==> config.mk <==
export PLATFORM = sky130hd
export DESIGN_NAME = ff_en_pipe
export DESIGN_NICKNAME = d
export VERILOG_FILES = /design/src/rtl/ff_en_pipe.sv
export SDC_FILE = /design/constraint.sdc
export NUM_CORES = 1
export LEC_CHECK = 0
export BUFFER_PORTS_ARGS = -buffer_cell sky130_fd_sc_hd__buf_4
export CORE_ASPECT_RATIO = 0.5
export CORE_UTILIZATION = 55
export DETAILED_ROUTE_END_ITERATION = 10
export GPL_TIMING_DRIVEN = 0
export HOLD_SLACK_MARGIN = 0.06
export PLACE_DENSITY_LB_ADDON = 0.15
export SKIP_CTS_REPAIR_TIMING = 1
export SYNTH_ARGS = -nofsm -noshare
export SYNTH_HDL_FRONTEND = slang
export SYNTH_SLANG_ARGS = --single-unit
export TNS_END_PERCENT = 30
==> constraint.sdc <==
create_clock -name clock -period 1.7 [get_ports clock]
set_input_delay 0.34 -clock clock [delete_from_list [all_inputs] [get_ports clock]]
set_output_delay 0.34 -clock clock [all_outputs]
set_load 0.01 [all_outputs]
==> src/rtl/ff_en_pipe.sv <==
// DEPTH-stage enabled data pipeline with per-stage valid, global stall, occupancy count
// and post-reset ready delay. Define FF_EN_PIPE_OUT_HOLD_EN to hold d_out through bubbles.
module ff_en_pipe #(
    parameter int unsigned WIDTH     = 10,
    parameter int unsigned DEPTH     = 3,
    parameter int unsigned RDY_DELAY = 4
) (
    input  logic                       clock,
    input  logic                       rst,
    input  logic [WIDTH-1:0]           d_in,
    input  logic                       d_en,
    input  logic                       hold,
    output logic [WIDTH-1:0]           d_out,
    output logic                       d_vld,
    output logic [$clog2(DEPTH+1)-1:0] occ,
    output logic                       rdy
);

    localparam int unsigned OW = $clog2(DEPTH + 1);
    localparam int unsigned CW = $clog2(RDY_DELAY + 1);

    logic [WIDTH-1:0] stage_q [DEPTH];
    logic [WIDTH-1:0] stage_d [DEPTH];
    logic [DEPTH-1:0] vld_q, vld_d;
    logic [OW-1:0]    occ_q, occ_d;
    logic [CW-1:0]    cnt_q, cnt_d;
    logic             rdy_q, rdy_d;
    logic             advance;

    assign advance = rdy_q & ~hold;

    always_comb begin
        cnt_d = cnt_q;
        if (cnt_q < CW'(RDY_DELAY)) begin
            cnt_d = cnt_q + CW'(1);
        end
        // Sticky: rdy rises on the edge the count reaches RDY_DELAY and stays up.
        rdy_d = rdy_q | (cnt_d == CW'(RDY_DELAY));
    end

    always_comb begin
        stage_d = stage_q;
        vld_d   = vld_q;
        occ_d   = occ_q;
        if (advance) begin
            stage_d[0] = d_en ? d_in : '0;
            vld_d[0]   = d_en;
            for (int i = 1; i < DEPTH; i++) begin
                stage_d[i] = stage_q[i-1];
                vld_d[i]   = vld_q[i-1];
            end
            occ_d = occ_q + OW'(d_en) - OW'(vld_q[DEPTH-1]);
        end
    end

    always_ff @(posedge clock or posedge rst) begin
        if (rst) begin
            for (int i = 0; i < DEPTH; i++) begin
                stage_q[i] <= '0;
            end
            vld_q <= '0;
            occ_q <= '0;
            cnt_q <= '0;
            rdy_q <= 1'b0;
        end else begin
            stage_q <= stage_d;
            vld_q   <= vld_d;
            occ_q   <= occ_d;
            cnt_q   <= cnt_d;
            rdy_q   <= rdy_d;
        end
    end

`ifdef FF_EN_PIPE_OUT_HOLD_EN
    logic [WIDTH-1:0] last_q, last_d;

    // Mux keeps d_out aligned with d_vld; the register only remembers the last valid word.
    always_comb begin
        last_d = vld_q[DEPTH-1] ? stage_q[DEPTH-1] : last_q;
    end

    always_ff @(posedge clock or posedge rst) begin
        if (rst) begin
            last_q <= '0;
        end else begin
            last_q <= last_d;
        end
    end

    assign d_out = last_d;
`else
    assign d_out = stage_q[DEPTH-1];
`endif

    assign d_vld = vld_q[DEPTH-1];
    assign occ   = occ_q;
    assign rdy   = rdy_q;

endmodule

After elaboration in Yosys (flattened, before gate mapping)
Cells that the tools add are included.
{ "word_totals": {"regBits": 39, "inputBits": 14, "mem_count": 0, "ram_bits": 0, "rom_bits": 0, "latch_bits": 0} }
{ "op_classes": {"n_lt_le_gt_ge": 1, "n_bitwise": 3, "shifts": 0, "n_eq_ne": 1, "n_mux": 2, "add_sub_neg": 3, "n_reduce_logical": 0, "n_mul": 0, "div_mod_pow": 0} }
{ "op_table": {"columns": ["operator", "count"], "rows": [
  ["2-to-1 mux 10 bit", 1],
  ["adder 3 x 1 -> 3 bit (second input constant)", 1],
  ["== test 3 bit (second input constant)", 1],
  ["< comparator 3 bit (second input constant)", 1],
  ["2-to-1 mux 3 bit", 1],
  ["adder 2 x 1 -> 2 bit", 1],
  ["subtractor 2 x 1 -> 2 bit", 1],
  ["bitwise AND 1 bit", 1],
  ["inverter 1 bit", 1],
  ["OR 1 bit", 1]
]} }

Logic depth before layout (Yosys ltp)
Gate-level depths: netlist of the first run.
{ "logic_depth": {"depth_word": 4, "mapped_depth": 7, "depth_no_buf": 7} }

Worst setup path before layout of the first run
OpenSTA, ideal clock, no wires.
{ "synth_path": {"path_kind": "register to register", "startpoint": "register occ_q[0] (netlist: occ[0])", "endpoint": "register occ_q[0] (netlist: occ[0])", "path_stages_with_launch": 6, "setup_ns": 0.125, "path_slack_ns": 0.339, "t_arrival_ns": 1.236, "path_buffers": 0, "t_required_ns": 1.575, "cell_sequence": "dfrtp_1 inv_1 ha_1 inv_1 ha_1 mux2_4"} }
{ "synth_between": {"elab_chain_len": 2} }
{ "synth_rtl": {"columns": ["element", "line_no", "rtl"], "rows": [
  ["start, declared", "25", "logic [OW-1:0] occ_q, occ_d;"],
  ["start signal, assigned", "62", "occ_q <= '0;"],
  ["start signal, assigned", "68", "occ_q <= occ_d;"],
  ["adder 2 x 1 -> 2 bit", "52", "occ_d = occ_q + OW'(d_en) - OW'(vld_q[DEPTH-1]);"],
  ["subtractor 2 x 1 -> 2 bit", "52", null]
]} }
No other way between the ends.
A chain may end at the register's enable or synchronous reset.

Worst setup path after layout of the first run
{ "layout_path": {"startpoint": "register occ_q[0] (netlist: occ[0])", "endpoint": "register occ_q[1] (netlist: occ[1])"} }
Same word-level chain as after synthesis.

==> results of run 1 <==
flip-flops by register name (all words and copies together) (netlist names):
| signal | count |
|---|---|
| occ | 2 |
| stage_q | 20 |
| rdy | 1 |
| d_out | 10 |
| cnt_q | 3 |
| vld_q | 3 |
cell usage after synthesis, drive strengths merged:
master,n,share of area
nor2,2,0.0059
or2,1,0.0037
a211o,1,0.0051
xnor2,2,0.010
o21ai,10,0.029
nand2b,1,0.0037
inv,3,0.0066
nor4bb,1,0.0059
mux2,25,0.21
clkbuf,2,0.0044
nand2,20,0.044
xor2,1,0.0051
buf,14,0.077
dfrtp,39,0.57
ha,3,0.022
cells by family (layout without fill, tap and decap cells):
kind of cell / Yosys count / after routing / share of synthesized area
xor gates and xnor gates: 3 / 3 / 0.0154
buffers and inverters: 19 / 54 / 0.0878
adders and majority gates: 3 / 3 / 0.0220
muxes: 25 / 25 / 0.206
DFF: 39 / 39 / 0.571
AOI/OAI and AO/OA: 11 / 11 / 0.0344
and+or+nand+nor: 25 / 25 / 0.0630
worst max-delay path: stages, from the launching register on:
cell     delay, ns
dfrtp_1       0.38
inv_1         0.05
ha_1          0.27
inv_1         0.04
ha_1          0.17
xnor2_1       0.17
nor2_2        0.05
xor2_1        0.13
power breakdown:
| group | internal, mW | switching, mW |
|---|---|---|
| sequential | 1.04 | 0.0729 |
| combinational | 0.309 | 0.186 |
| clock | 0.475 | 0.308 |
| total | 1.83 | 0.567 |
cell type report:
| cell class | count | area [um2] |
|---|---|---|
| Fill cell | 191 | 689 |
| Tap cell | 37 | 46.3 |
| Multi-Input combinational cell | 67 | 583 |
| Sequential cell | 39 | 976 |
| Timing Repair Buffer | 27 | 203 |
| Inverter | 3 | 11.3 |
| Buffer | 16 | 139 |
| Clock inverter | 2 | 35.0 |
| Clock buffer | 6 | 82.6 |
routing by layer:
metal,up-vias,global-route usage,share of wire
li1,472,-,-
met1,494,0.235,0.45
met2,21,0.334,0.49
met3,7,0.0681,0.039
met4,0,0.0750,0.020
met5,-,0,0
path summary, 6_finish.rpt:
| check | end | slack (ns) |
|---|---|---|
| min in group clock | stage_q[23] | 0.31 |
| max reg2reg | occ[1] | 0.31 |
| min | d_out[3] | 0.21 |
| max | occ[1] | 0.31 |
| min reg2reg | occ[1] | 0.47 |
| max in group asynchronous | stage_q[28] | 0.99 |
==> results.toml, run 1 <==
[cells_and_area]
nets = 176
final_common_cell = "dfrtp_1"
mostFrequentLayoutCells = "dfrtp_1 (39), buf_4 (37), nand2_1 (20)"
instances_no_fill = 197
final_area_um2 = 2080
antenna_cells = 0
drive_above_1_share = 0.481
utilization = 0.751
areaGrowthSynthToFinish_pct = 21.4

[synth]
syn_area_um2 = 1710
yosysSeqAreaShare = 0.571
synth_warnings = 0
syn_avg_cell_area_um2 = 13.7
synth_seq_cells = 39
syn_inst = 125
syn_nets = 142
synth_cell_types = 20

[detailed_routing]
detail-route-antenna-nets = 0
drt_iter0_drc = 56
routed_wl_um = 2770
routedWlPerCell_um = 14.1
dr.pass1.iters = 4
via_count = 994
drc = 0
avgViaCountPerCell = 5.05

[clocking]
cts_buffers = 5
cts_tree = "built"
cts.sink_count = 39
cts_root_buffer = "clkbuf_8"
clk_latency_ns = 0.28
clk_path_buf_depth = 2
clkTransAtPathRegs_ns = 0.07
htree_levels = 2

[floorplanning]
core-area_um2 = 2770
die-area_um2 = 3350
rows = 13
start_util = 0.618
die_h_um = 41.4
ioPinCount = 28
die_w_um = 80.8

[timing]
period_share = 0.815
setup_viol = 0
timing.fmax_mhz = 722
relSlewSlack = 0.472
drv_slew = 0
finalHoldViolations = 0
finalCriticalPeriod_ns = 1.39
skew_ns = 0.00374
rsz0062_at_grt = "no"
whs_ns = 0.206
tns_ns = 0
worst_slack_ns = 0.315
worstMarginPinSlew_ns = 0.791

[setup_path]
cp-startpoint = "occ[0]"
cp-end-kind = "flop"
crit_type = "reg2reg"
startpoint_type = "flop"
critPathMaxFanout = 3
reg2reg_from = "occ[0]"
reg2reg_depth = 7
crit_arrival_ns = 1.56
worst_ep_required_time_ns = 1.87

[grt]
gr-total-overflow = 0
grt_pass1_wl_um = 4820
antenna_found_initial = 0
grtUsageTotal = 0.198
grt_pass1_vias = 1068
grt_max_degree = 40

[placement]
post-place-ws_ns = 0.308
dp.cells = 189
port_buffers = 27
globalplace.congestion = 0.697
dpl.hpwl_um = 1840
place_area_um2 = 1960

[power]
p_leak_nw = 1.06
peakVddDrop_uv = 819
p_total_mw = 2.39
powerDensity_nw_per_um2 = 1150

[min_path]
min_path_type = "in2async"

[job]
drv_cap = 0

[run_status]
status = "finished clean"
(Power assumes the default switching activity.)
==> run 2: changes to the inputs <==
--- a/config.mk
+++ b/config.mk
@@ -7,7 +7,7 @@
 export LEC_CHECK = 0
 export BUFFER_PORTS_ARGS = -buffer_cell sky130_fd_sc_hd__buf_4
 export CORE_ASPECT_RATIO = 0.5
-export CORE_UTILIZATION = 55
+export CORE_UTILIZATION = 49
 export DETAILED_ROUTE_END_ITERATION = 10
 export GPL_TIMING_DRIVEN = 0
 export HOLD_SLACK_MARGIN = 0.06
==> constraint.sdc (replaced) <==
create_clock -name clock -period 1.2 [get_ports clock]
set_input_delay 0.24 -clock clock [delete_from_list [all_inputs] [get_ports clock]]
set_output_delay 0.24 -clock clock [all_outputs]
set_load 0.01 [all_outputs]
==> results.toml, run 2 (synthesized netlist as in run 1, its figures left out) <==
[run_status]
status = "complete, but fails checks"
violations = "negative setup slack"

[cells_and_area]
utilization = 0.689
largest_reg_flops = 20
mostFrequentLayoutCells = "dfrtp_1 (38), buf_4 (29), nand2_1 (20)"
final_area_um2 = 2170
multiInputGateArea_um2 = 631
fillers = 233
regArea_um2 = 977
antenna_cells = 0
drive_above_1_share = 0.525
nets = 178
largest-register = "stage_q"
final_common_cell = "dfrtp_1"
instances_no_fill = 202
areaGrowthSynthToFinish_pct = 27.2

[setup_path]
reg2reg_from = "occ[0]"
critPathSlowestCell = "dfrtp_1"
worst_ep_required_time_ns = 1.37
startpoint_type = "flop"
critPathMaxFanout = 3
crit_arrival_ns = 1.53
crit_type = "reg2reg"
reg2reg_depth = 5
ff2ff_setup_slack_ns = -0.16
cp_cell_sequence = "inv_1, ha_1, inv_2, ha_4, mux2_4"
cp-end-kind = "flop"
cp-startpoint = "occ[0]"
r2r_end = "occ[0]"
endpoint = "occ[0]"
critPathMaxStageDelay_ns = 0.38

[floorplanning]
core-area_um2 = 3150
die-area_um2 = 3740
die_h_um = 43.8
rows = 14
ioPinCount = 28
die_w_um = 85.5
start_util = 0.542

[timing]
finalHoldViolations = 0
setup_viol = 20
whs_ns = 0.103
worst_slack_ns = -0.158
period_share = 1.13
worstMarginPinSlew_ns = 0.786
relSlewSlack = 0.475
drv_slew = 0
rsz0062_at_grt = "yes"
timing.fmax_mhz = 737
tns_ns = -0.888
finalCriticalPeriod_ns = 1.36
skew_ns = 0.00629

[power]
p_total_mw = 3.35
powerDensity_nw_per_um2 = 1540
p_leak_nw = 1.08
peakVddDrop_uv = 762

[detailed_routing]
routed_wl_um = 2640
detail-route-antenna-nets = 0
drc = 0
drt_iter0_drc = 8
via_count = 982
routedWlPerCell_um = 13.1
dr.pass1.iters = 2
avgViaCountPerCell = 4.86

[min_path]
min_path_type = "in2async"

[clocking]
clk_path_buf_depth = 2
clk_latency_ns = 0.29
cts_root_buffer = "clkbuf_8"
clkTransAtPathRegs_ns = 0.07
cts_buffers = 5
htree_levels = 2
cts_tree = "built"
cts.sink_count = 39

[job]
drv_cap = 0

[grt]
grt_max_degree = 40
antenna_found_initial = 0
grt_pass1_vias = 925
grt_pass1_wl_um = 4330
gr-total-overflow = 0
grtUsageTotal = 0.161

[placement]
globalplace.congestion = 0.661
dpl.hpwl_um = 1740
place_area_um2 = 1960
port_buffers = 27
post-place-ws_ns = -0.170
dp.cells = 192
[run 2: changes by cell type in the layout (fill, tap and decap cells not counted), moves of 2 or more]
cell / delta
buf_4: -8
buf_6: +11
ha_1: -2
ha_4: +2
[run 2: how the worst min path moves through the flow]
stage,from,endpoint,slack (ns),depth (start not counted)
2_1_floorplan,d_in[0],stage_q[20],0.38,2
6_report,rst,occ[0],0.10,2
3_3_place_gp,occ[1],occ[1],0.46,1
3_5_place_dp,rst,occ[0],0.45,2
5_1_grt,rst,stage_q[15],0.18,2
4_1_cts,rst,stage_q[19],0.14,2
[run 2: final cells by class]
| cell class | count | share of cell area |
|---|---|---|
| well taps | 40 | 0.0230 |
| flip-flops and latches | 39 | 0.450 |
| multi-input cells | 67 | 0.290 |
| clock buffers | 8 | 0.0461 |
| repair buffers | 29 | 0.114 |
| inverters | 3 | 0.00518 |
| plain buffers | 16 | 0.0720 |
[run 2: metal layers]
layer / share of wire / global-route usage / wire length (um)
met2: 0.46 / 0.245 / 1210
met3: 0.048 / 0.0705 / 126
met4: 0.011 / 0.0500 / 29
met1: 0.48 / 0.212 / 1270
met5: 0 / 0 / 0
[run 2: critical path: cells and delay by family (launching register included)]
family / cells / cell delay, ns
fa+ha+maj: 2 / 0.49
buf+inv: 2 / 0.13
flops: 1 / 0.38
mux: 1 / 0.26
[run 2: where the power goes]
group / internal (mW) / leakage [nW] / total, mW / switching [mW]
logic: 0.529 / 0.536 / 0.822 / 0.293
registers: 1.48 / 0.493 / 1.58 / 0.100
clock network: 0.524 / 0.0515 / 0.953 / 0.429
